==> src/rtl/csr_regfile_if.sv <==
// csr_regfile_if: bus between the MEM stage and the machine-mode CSR stage.
//   master (pipeline side): drives csrin_*, observes csrout_*
//   slave  (csr_regfile)  : observes csrin_*, drives csrout_*
// Signals:
//   csrin_valid, csrin_inst[31:0], csrin_pc[31:0], csrin_rs1_data[31:0],
//   csrin_csr_write, csrin_mem_is_mret
//   csrout_rdata[31:0], csrout_redirect, csrout_redirect_pc[31:0],
//   csrout_flush, csrout_busy
interface csr_regfile_if;
    logic        csrin_valid;
    logic [31:0] csrin_inst;
    logic [31:0] csrin_pc;
    logic [31:0] csrin_rs1_data;
    logic        csrin_csr_write;
    logic        csrin_mem_is_mret;

    logic [31:0] csrout_rdata;
    logic        csrout_redirect;
    logic [31:0] csrout_redirect_pc;
    logic        csrout_flush;
    logic        csrout_busy;

    modport master (
        output csrin_valid, csrin_inst, csrin_pc, csrin_rs1_data,
               csrin_csr_write, csrin_mem_is_mret,
        input  csrout_rdata, csrout_redirect, csrout_redirect_pc,
               csrout_flush, csrout_busy
    );

    modport slave (
        input  csrin_valid, csrin_inst, csrin_pc, csrin_rs1_data,
               csrin_csr_write, csrin_mem_is_mret,
        output csrout_rdata, csrout_redirect, csrout_redirect_pc,
               csrout_flush, csrout_busy
    );
endinterface

==> src/rtl/csr_regfile.sv <==
// csr_regfile: machine-mode CSR storage and update stage.
//   Holds mtvec (0x305), mepc (0x341) and mstatus (0x300). Executes
//   CSRRW/S/C and their immediate forms, takes traps on ecall/unimp and
//   returns on mret. A trap or mret redirects fetch and holds a flush to the
//   younger stages for FLUSH_CYCLES cycles, during which all inputs are ignored.
// Ports:
//   clk   - rising-edge clock
//   rstn  - asynchronous active-low reset
//   csr   - csr_regfile_if.slave (csrin_* requests, csrout_* results)
// Parameters:
//   RESET_MTVEC  - mtvec after reset (bits [1:0] forced to 0)
//   FLUSH_CYCLES - flush length after trap/mret, 1..15
// Configuration macro:
//   CSR_MCAUSE_EN - adds a 32-bit mcause at 0x342, written by traps
//                   (11 for ecall, 2 for unimp). Undefined: 0x342 is unknown.
//
// FSM states:
//   state | meaning
//   IDLE  | accepting instructions
//   FLUSH | trap/mret in progress; flush held, inputs ignored
module csr_regfile #(
    parameter logic [31:0] RESET_MTVEC  = 32'h0000_0000,
    parameter int unsigned FLUSH_CYCLES = 2
) (
    input logic         clk,
    input logic         rstn,
    csr_regfile_if.slave csr
);

    localparam logic [31:0] INST_ECALL = 32'h0000_0073;
    localparam logic [31:0] INST_UNIMP = 32'hc000_1073;
    localparam logic [11:0] ADDR_MSTATUS = 12'h300;
    localparam logic [11:0] ADDR_MTVEC   = 12'h305;
    localparam logic [11:0] ADDR_MEPC    = 12'h341;
    localparam logic [11:0] ADDR_MCAUSE  = 12'h342;
    localparam logic [3:0]  FLUSH_LOAD   = 4'(FLUSH_CYCLES - 1);

    typedef enum logic [0:0] {IDLE, FLUSH} state_t;

    state_t      state;
    logic [3:0]  cnt;
    logic        flush_q;
    logic        busy_q;
    logic        redirect_q;
    logic [31:0] redirect_pc_q;

    logic [31:0] mtvec;
    logic [31:0] mepc;
    logic        mstatus_mie;
    logic        mstatus_mpie;
`ifdef CSR_MCAUSE_EN
    logic [31:0] mcause;
`endif

    logic [31:0] inst;
    logic [2:0]  funct3;
    logic [11:0] csr_addr;
    logic [4:0]  rs1_field;
    logic        accept;
    logic        is_trap_inst;
    logic        trap_fire;
    logic        mret_fire;
    logic        addr_known;
    logic        csr_fire;
    logic        csr_wr;
    logic [31:0] old_val;
    logic [31:0] src;
    logic [31:0] new_val;
    logic [31:0] mstatus_rd;

    assign inst      = csr.csrin_inst;
    assign funct3    = inst[14:12];
    assign csr_addr  = inst[31:20];
    assign rs1_field = inst[19:15];

    assign accept       = csr.csrin_valid & ~busy_q;
    assign is_trap_inst = (inst == INST_ECALL) || (inst == INST_UNIMP);
    assign trap_fire    = accept & csr.csrin_csr_write & is_trap_inst;
    assign mret_fire    = accept & csr.csrin_mem_is_mret & ~trap_fire;

    // MPP reads as machine mode; only MIE and MPIE are backed by flops.
    assign mstatus_rd = {19'd0, 2'b11, 3'd0, mstatus_mpie, 3'd0, mstatus_mie, 3'd0};

    always_comb begin
        old_val    = 32'd0;
        addr_known = 1'b0;
        case (csr_addr)
            ADDR_MSTATUS: begin old_val = mstatus_rd; addr_known = 1'b1; end
            ADDR_MTVEC:   begin old_val = mtvec;      addr_known = 1'b1; end
            ADDR_MEPC:    begin old_val = mepc;       addr_known = 1'b1; end
`ifdef CSR_MCAUSE_EN
            ADDR_MCAUSE:  begin old_val = mcause;     addr_known = 1'b1; end
`endif
            default: ;
        endcase
    end

    assign csr_fire = accept & csr.csrin_csr_write & (funct3 != 3'd0) & addr_known
                    & ~trap_fire & ~mret_fire;

    assign src = funct3[2] ? {27'd0, rs1_field} : csr.csrin_rs1_data;

    always_comb begin
        new_val = old_val;
        csr_wr  = 1'b0;
        case (funct3[1:0])
            2'b01: begin new_val = src;            csr_wr = 1'b1; end
            2'b10: begin new_val = old_val | src;  csr_wr = (rs1_field != 5'd0); end
            2'b11: begin new_val = old_val & ~src; csr_wr = (rs1_field != 5'd0); end
            default: ;
        endcase
        csr_wr = csr_wr & csr_fire;
    end

    // CSR storage
    always_ff @(posedge clk or negedge rstn) begin
        if (!rstn) begin
            mtvec        <= RESET_MTVEC & 32'hFFFF_FFFC;
            mepc         <= 32'd0;
            mstatus_mie  <= 1'b0;
            mstatus_mpie <= 1'b0;
`ifdef CSR_MCAUSE_EN
            mcause       <= 32'd0;
`endif
        end else if (trap_fire) begin
            mepc         <= csr.csrin_pc & 32'hFFFF_FFFC;
            mstatus_mpie <= mstatus_mie;
            mstatus_mie  <= 1'b0;
`ifdef CSR_MCAUSE_EN
            mcause       <= (inst == INST_ECALL) ? 32'd11 : 32'd2;
`endif
        end else if (mret_fire) begin
            mstatus_mie  <= mstatus_mpie;
            mstatus_mpie <= 1'b1;
        end else if (csr_wr) begin
            case (csr_addr)
                ADDR_MSTATUS: begin
                    mstatus_mie  <= new_val[3];
                    mstatus_mpie <= new_val[7];
                end
                ADDR_MTVEC: mtvec <= new_val & 32'hFFFF_FFFC;
                ADDR_MEPC:  mepc  <= new_val & 32'hFFFF_FFFC;
`ifdef CSR_MCAUSE_EN
                ADDR_MCAUSE: mcause <= new_val;
`endif
                default: ;
            endcase
        end
    end

    // Redirect/flush sequencer
    always_ff @(posedge clk or negedge rstn) begin
        if (!rstn) begin
            state         <= IDLE;
            cnt           <= 4'd0;
            flush_q       <= 1'b0;
            busy_q        <= 1'b0;
            redirect_q    <= 1'b0;
            redirect_pc_q <= 32'd0;
        end else begin
            case (state)
                IDLE: begin
                    redirect_q <= 1'b0;
                    if (trap_fire || mret_fire) begin
                        state         <= FLUSH;
                        cnt           <= FLUSH_LOAD;
                        flush_q       <= 1'b1;
                        busy_q        <= 1'b1;
                        redirect_q    <= 1'b1;
                        // mtvec sampled before any same-edge update
                        redirect_pc_q <= trap_fire ? mtvec : mepc;
                    end
                end
                FLUSH: begin
                    redirect_q <= 1'b0;
                    if (cnt == 4'd0) begin
                        state   <= IDLE;
                        flush_q <= 1'b0;
                        busy_q  <= 1'b0;
                    end else begin
                        cnt <= cnt - 4'd1;
                    end
                end
                default: state <= IDLE;
            endcase
        end
    end

    assign csr.csrout_rdata       = old_val;
    assign csr.csrout_redirect    = redirect_q;
    assign csr.csrout_redirect_pc = redirect_pc_q;
    assign csr.csrout_flush       = flush_q;
    assign csr.csrout_busy        = busy_q;

endmodule

==> src/flat_wrapper.sv <==
// flat-port wrapper written by rule: the top's interface ports become plain ports
module csr_regfile_flat 
#(
    parameter logic [31:0] RESET_MTVEC  = 32'h0000_0000,
    parameter int unsigned FLUSH_CYCLES = 2
)
  (clk, rstn, csr_csrin_valid, csr_csrin_inst, csr_csrin_pc, csr_csrin_rs1_data, csr_csrin_csr_write, csr_csrin_mem_is_mret, csr_csrout_rdata, csr_csrout_redirect, csr_csrout_redirect_pc, csr_csrout_flush, csr_csrout_busy);
  csr_regfile_if csr_i ();
  input logic clk;
  input logic rstn;
  input wire logic [$bits(csr_i.csrin_valid)-1:0] csr_csrin_valid;
  input wire logic [$bits(csr_i.csrin_inst)-1:0] csr_csrin_inst;
  input wire logic [$bits(csr_i.csrin_pc)-1:0] csr_csrin_pc;
  input wire logic [$bits(csr_i.csrin_rs1_data)-1:0] csr_csrin_rs1_data;
  input wire logic [$bits(csr_i.csrin_csr_write)-1:0] csr_csrin_csr_write;
  input wire logic [$bits(csr_i.csrin_mem_is_mret)-1:0] csr_csrin_mem_is_mret;
  output wire logic [$bits(csr_i.csrout_rdata)-1:0] csr_csrout_rdata;
  output wire logic [$bits(csr_i.csrout_redirect)-1:0] csr_csrout_redirect;
  output wire logic [$bits(csr_i.csrout_redirect_pc)-1:0] csr_csrout_redirect_pc;
  output wire logic [$bits(csr_i.csrout_flush)-1:0] csr_csrout_flush;
  output wire logic [$bits(csr_i.csrout_busy)-1:0] csr_csrout_busy;
  assign csr_i.csrin_valid = csr_csrin_valid;
  assign csr_i.csrin_inst = csr_csrin_inst;
  assign csr_i.csrin_pc = csr_csrin_pc;
  assign csr_i.csrin_rs1_data = csr_csrin_rs1_data;
  assign csr_i.csrin_csr_write = csr_csrin_csr_write;
  assign csr_i.csrin_mem_is_mret = csr_csrin_mem_is_mret;
  assign csr_csrout_rdata = csr_i.csrout_rdata;
  assign csr_csrout_redirect = csr_i.csrout_redirect;
  assign csr_csrout_redirect_pc = csr_i.csrout_redirect_pc;
  assign csr_csrout_flush = csr_i.csrout_flush;
  assign csr_csrout_busy = csr_i.csrout_busy;
  csr_regfile #(.RESET_MTVEC(RESET_MTVEC), .FLUSH_CYCLES(FLUSH_CYCLES)) u_core (.clk(clk), .rstn(rstn), .csr(csr_i));
endmodule
==> config.mk <==
export PLATFORM = sky130hd
export DESIGN_NAME = csr_regfile_flat
export DESIGN_NICKNAME = d
export VERILOG_FILES = /design/src/rtl/csr_regfile_if.sv /design/src/rtl/csr_regfile.sv /design/src/flat_wrapper.sv
export SDC_FILE = /design/constraint.sdc
export NUM_CORES = 1
export LEC_CHECK = 0
export ABC_AREA = 1
export BUFFER_PORTS_ARGS = -buffer_cell sky130_fd_sc_hd__buf_2
export CORE_ASPECT_RATIO = 1.1
export CORE_MARGIN = 1
export CORE_UTILIZATION = 50
export CTS_CLUSTER_SIZE = 8
export DETAILED_ROUTE_END_ITERATION = 6
export PLACE_DENSITY = 0.75
export SYNTH_ARGS = -nofsm -noshare
export SYNTH_HDL_FRONTEND = slang
export SYNTH_SLANG_ARGS = --single-unit
export TNS_END_PERCENT = 50
==> constraint.sdc <==
create_clock -name clk -period 1.75 [get_ports clk]
set_input_delay 0.2625 -clock clk [delete_from_list [all_inputs] [get_ports clk]]
set_output_delay 0.2625 -clock clk [all_outputs]
set_load 0.01 [all_outputs]
==> results.toml, run 1 <==
[cts]
tritoncts = "done"
clock_latency_ps = 350
cts_htree_levels = 3
cts-root-buf = "clkbuf_16"
clk_pin_slew_worst_paths_ps = 70
cts_buffers = 9
clockBufferDepth = 2
cts.sinks = 99

[final_layout]
utilization_pct = 69.5
regArea_sq_um = 2480
fill_cells = 1055
drive_gt1_share_pct = 25.6
multiInputGateArea_sq_um = 3330
nets = 1291
n_antenna_cell = 0
syn_to_final_growth_pct = 34.4

[synthesis]
synth_cell_types = 28
synthCells = 982
yosysSeqAreaShare_pct = 39.5
yosys_warnings = 0
syn_area_per_cell_sq_um = 6.39
synth_seq_cells = 99
netlist_area_sq_um = 6280

[detailed_routing]
ant_nets = 0
dr_total_vias = 7142
via_per_inst = 5.30
routed_wl_um = 20800
drcViolationCount = 0
drt_iter0_drc = 804
firstDrtPassIters = 5
wl_per_cell_um = 15.4

[critical_path]
arrival_ps = 2030
cp.required_ps = 2040
r2r_cells = 12
start_kind = "flip-flop"
crit_path_end_kind = "flip-flop"
crit_type = "flip-flop to flip-flop"
crit_fanout = 8

[die]
die_y_um = 120
coreArea_sq_um = 12100
io_pins = 168
start_util_pct = 51.7
die_area_sq_um = 13000
row_count = 42
dieWidth_um = 109

[timing]
rsz0062_at_grt = "yes"
fin_worst_skew_ps = 6.35
timing.final.crit_period_ps = 1740
maxSlewViolCount = 0
finalWorstSetupSlack_ps = 5.03
fmax_ghz = 0.573
tns_ps = 0
fin_crit_sh_pct = 99.7
hold_violations = 0
setup_violations = 0

[pwr]
power_density_nw_per_um2 = 810
p_leak_uw = 0.00471
fin_total_pwr_uw = 6830
vdd_drop_max_v = 0.000521

[grt]
globalRouteMet2Util_pct = 53.2
grt_pass1_vias = 6428
overflow = 0
grt_usage_pct = 31.2
gr-usage-met1_pct = 40.0
grt_pass1_wl_um = 31400
grt-busiest-layer = "met2"
met3_usage_pct = 3.26
grt_max_degree = 36
antenna_found_initial = 0

[run_status]
status = "finished clean"

[worst_hold_path]
hold_class = "input pin to flip-flop"
hold_path_depth = 3

[placement]
pre_cts_slack_ps = -197
io_buffers = 159
place_congestion = 0.918
place_hpwl_um = 13900

[job]
drv_cap = 0
registers in the layout, indices dropped and copies added (netlist names):
register and flops:
u_core.cnt 4, u_core.csr.csrout_flush 1, u_core.csr.csrout_redirect 1, u_core.csr.csrout_redirect_pc 30, u_core.mepc 30, u_core.mstatus_mie 1, u_core.mstatus_mpie 1, u_core.mtvec 30
u_core.state 1
cell families (layout without fill, tap and decap cells):
kind of cell / after synthesis / count (layout) / synth area share [%]
AO/OA/AOI/OAI: 108 / 108 / 9.35
XOR/XNOR: 3 / 3 / 0.419
other: 1 / 4 / 0.0597
adder cells (fa/ha/maj): 2 / 2 / 0.399
AND/OR/NAND/NOR: 619 / 619 / 40.1
flip-flops: 99 / 99 / 39.5
buffers and inverters: 150 / 358 / 10.2
final cells by class:
type | count | share of cell area, %
clock buffers | 11 | 2.76
clock inverters | 5 | 0.727
inverters | 96 | 4.42
multi-input cells | 736 | 39.4
flip-flops and latches | 99 | 29.4
well taps | 154 | 2.28
repair buffers | 246 | 21.0
timing repair:
action / CTS / global route
setup endpoints to repair: 109 / 122
setup buffers: 2 / 9
hold buffers: 1 / 0
pin swaps: 2 / 15
gates cloned: 0 / 5
hold endpoints to repair: 9 / 0
gates resized for setup: 13 / 55
per-layer routing:
metal	part of all wire, %	vias up	wire length (um)
met1	40	3238	8240
met2	49	389	10200
met5	0	-	0
met3	8.2	57	1710
li1	-	3458	-
met4	3.2	0	671
synth_stat cells, drive strengths merged:
| master | number | area, sq um |
|---|---|---|
| nand2 | 434 | 1650 |
| dfrtp | 99 | 2480 |
| nand3 | 97 | 500 |
| inv | 96 | 360 |
| nor2 | 86 | 355 |
| o21ai | 84 | 428 |
| buf | 33 | 203 |
| clkbuf | 21 | 78.8 |
| o211ai | 10 | 75.1 |
| a21oi | 7 | 35.0 |
| o22ai | 5 | 31.3 |
| ha | 2 | 25.0 |
| o221ai | 2 | 17.5 |
| xnor2 | 2 | 17.5 |
| and2 | 1 | 6.26 |
| conb | 1 | 3.75 |
| nor4 | 1 | 6.26 |
| xor2 | 1 | 8.76 |
worst paths after layout:
path | to | start | slack, ps
worst min register to register | u_core.csr.csrout_redirect_pc[6] | u_core.csr.csrout_redirect_pc[6] | 480
worst max register to register | u_core.mepc[28] | u_core.csr.csrout_flush | 5
max in group asynchronous | u_core.mtvec[27] | rstn | 920
worst max-delay path | u_core.mepc[28] | u_core.csr.csrout_flush | 5
worst min-delay path | u_core.mepc[22] | csr_csrin_pc[22] | 110
min in group asynchronous | u_core.mtvec[15] | rstn | 310
per-stage QoR:
step | hold WS (ps) | instance area (sq um) | std cells
2_1_floorplan | -33.1 | 6290 | 985
3_3_place_gp | 133 | 7670 | 1314
3_5_place_dp | 130 | 7670 | 1314
4_1_cts | 118 | 8030 | 1333
5_1_grt | 138 | 8440 | 1347
6_report | 115 | 8440 | 1347
cells in the final DEF, fill, tap and decap left out, drive strengths merged, types with 3 or more instances in the layout:
master	n
a21oi	7
buf	240
clkbuf	16
clkinv	3
conb	4
dfrtp	99
inv	97
nand2	434
nand3	97
nor2	86
o211ai	10
o21ai	84
o22ai	5
critical path: stages (launching register included):
cell and delay (ps):
dfrtp_1 390, inv_2 80, nand3_4 110, nor2_4 110
nand3_2 90, nor2_4 180, buf_12 150, nor2_4 50
buf_6 130, nand2_8 90, clkbuf_16 160, nand2_1 50
nand3_1 80
power by group:
| part | leakage, uW | internal [uW] | switching [uW] |
|---|---|---|---|
| registers | 0.00119 | 2660 | 238 |
| clock network | 0.000144 | 1120 | 922 |
| logic | 0.00338 | 787 | 1110 |
| total | 0.00471 | 4560 | 2270 |
(Power assumes the default switching activity.)
==> inputs of run 2 (changes only) <==
--- a/config.mk
+++ b/config.mk
@@ -13,6 +13,7 @@
 export CTS_CLUSTER_SIZE = 8
 export DETAILED_ROUTE_END_ITERATION = 6
 export PLACE_DENSITY = 0.75
+export REMOVE_ABC_BUFFERS = 1
 export SYNTH_ARGS = -nofsm -noshare
 export SYNTH_HDL_FRONTEND = slang
 export SYNTH_SLANG_ARGS = --single-unit
==> constraint.sdc (replaced) <==
create_clock -name clk -period 2 [get_ports clk]
set_input_delay 0.3 -clock clk [delete_from_list [all_inputs] [get_ports clk]]
set_output_delay 0.3 -clock clk [all_outputs]
set_load 0.01 [all_outputs]
==> run 2 against run 1 <==
Final cell count shrank 4.1%. Power down 16%. Critical endpoint is now csr_csrout_rdata[31]. Die area is the same. Sequential cell count unchanged. Combinational power is 25% lower. Global-route usage down 1.3 points. Sequential share of layout area up 3.1 points. Via count shrank 5.1%. Utilization fell by 6.6 points. Clock skew increased by 2.9 ps. Worst hold slack improved by 37 ps. Clock-buffer cell count rose by 2.
==> results.toml, run 2 (same netlist as run 1, synthesis figures left out) <==
[run_status]
status = "finished clean"

[detailed_routing]
routed_wl_um = 18600
wl_per_cell_um = 14.4
dr_total_vias = 6775
drcViolationCount = 0
ant_nets = 0
drt_iter0_drc = 557
via_per_inst = 5.24
firstDrtPassIters = 5

[placement]
place_congestion = 0.887
place_hpwl_um = 12600
placed_cell_area_sq_um = 7330
placedCellCount = 1275
io_buffers = 159

[pwr]
power_switching_uw = 1830
combinationalPowerShare_pct = 25.0
power_density_nw_per_um2 = 750
p_clk_share_pct = 31.5
swShare_pct = 31.9
vdd_drop_max_v = 0.000530
p_seq_share_pct = 43.6
intPower_uw = 3900
fin_total_pwr_uw = 5730
p_leak_uw = 0.00432

[critical_path]
crit_chain = "buf_2, nor2_2, nand3_2, nor2_4, buf_4, nand3_1, o21ai_0, buf_2"
crit_type = "input pin to primary output"
cpPeakStageDelay_ps = 270
rrSetupSlack_ps = 170
path_buf_inv = 3
start_kind = "input pin"
crit_fanout = 18
crit_slowest_cell = "buf_4"
path_common_cell = "buf_2"
critical_path_depth = 8
arrival_ps = 1580
critPathTopFamily = "buffers and inverters"
crit_path_end_kind = "primary output"
r2r_cells = 9
cp.required_ps = 1700

[final_layout]
layout_common_cells = "nand2_1 (428), buf_2 (158), dfrtp_1 (99), nand3_1 (94), inv_1 (89)"
n_antenna_cell = 0
fin_area_sq_um = 7640
layout_commonest_cell = "nand2_1"
drive_gt1_share_pct = 20.4
syn_to_final_growth_pct = 21.7
finalNonFillerCells = 1292
nets = 1236
utilization_pct = 62.9

[grt]
grt_max_degree = 62
antenna_found_initial = 1
grt_pass1_vias = 6148
grt_usage_pct = 30.0
grt_pass1_wl_um = 29800
overflow = 0

[timing]
rsz0062_at_grt = "no"
setup_violations = 0
slew_headroom_pct = 48.9
fin_worst_skew_ps = 9.29
hold_violations = 0
tns_ps = 0
fmax_ghz = 0.532
timing.final.crit_period_ps = 1880
maxSlewViolCount = 0
worst_pin_slew_ps = 766
fin_crit_sh_pct = 94.0

[die]
die_area_sq_um = 13000
die_y_um = 120
start_util_pct = 51.7
dieWidth_um = 109
row_count = 42
io_pins = 168
coreArea_sq_um = 12100

[cts]
cts_htree_levels = 3
postCtsSetupRepairBufs = 0
cts.sinks = 99
clk_pin_slew_worst_paths_ps = 70
clockBufferDepth = 2
clock_latency_ps = 360
cts-root-buf = "clkbuf_16"
cts_buffers = 9
tritoncts = "done"

[worst_hold_path]
hold_path_depth = 3
hold_class = "input pin to flip-flop"

[job]
drv_cap = 0
run 2: cell types whose count changed in the layout (fill, tap and decap cells not counted), sizes merged:
cell      delta
buf         -50
clkbuf       -3
clkinv       -3
clkinvlp     +1
run 2: cell type report:
type                            instances  area [sq um]
Multi-Input combinational cell        736          3180
Timing Repair Buffer                  191          1130
Inverter                               96           363
Clock inverter                          3          46.3
Fill cell                            1212          4500
Clock buffer                           13           250
Tap cell                              154           193
Sequential cell                        99          2480
run 2: routing by layer:
metal | part of all wire [%] | global-route usage, % | vias up | wire length (um)
li1 | - | - | 3350 | -
met1 | 42 | 39.1 | 3066 | 7760
met2 | 47 | 49.2 | 319 | 8760
met3 | 9.0 | 5.32 | 38 | 1680
met4 | 2.3 | 11.5 | 2 | 424
met5 | 0.070 | 0 | - | 13
run 2: tightest hold or removal path: stages:
cell and delay [ps]:
buf_2 70, nand2_1 40, nand3_1 60
run 2: metrics by stage:
stage / hold WS [ps] / setup slack, ps
2_1_floorplan: 4.41 / -934
3_3_place_gp: 307 / -3.78
3_5_place_dp: 313 / -67.9
4_1_cts: 150 / 96.8
5_1_grt: 174 / 8.08
6_report: 151 / 120
run 2: path summary, 6_finish.rpt:
| check | endpoint | start |
|---|---|---|
| max in group asynchronous | u_core.csr.csrout_redirect_pc[28] | rstn |
| hold / removal | u_core.mepc[10] | csr_csrin_pc[10] |
| setup reg to reg | u_core.mepc[26] | u_core.csr.csrout_flush |
| hold reg to reg | u_core.csr.csrout_redirect_pc[23] | u_core.csr.csrout_redirect_pc[23] |
| setup / recovery | csr_csrout_rdata[31] | csr_csrin_inst[31] |
| min in group asynchronous | u_core.csr.csrout_redirect_pc[3] | rstn |
run 2: power groups by stage:
stage,Sequential [uW],Clock [uW],Combinational (uW)
2_1_floorplan,2660,0,626
3_3_place_gp,2530,0,1400
3_5_place_dp,2530,0,1430
4_1_cts,2500,1820,1440
5_1_grt,2540,1900,1620
6_report,2500,1800,1430
run 2: repair_timing:
| action | CTS | global route |
|---|---|---|
| endpoints found under the hold margin | 34 | 0 |
| resized for setup | 0 | 2 |
| setup endpoints to repair | 0 | 8 |
| hold buffers | 1 | 0 |
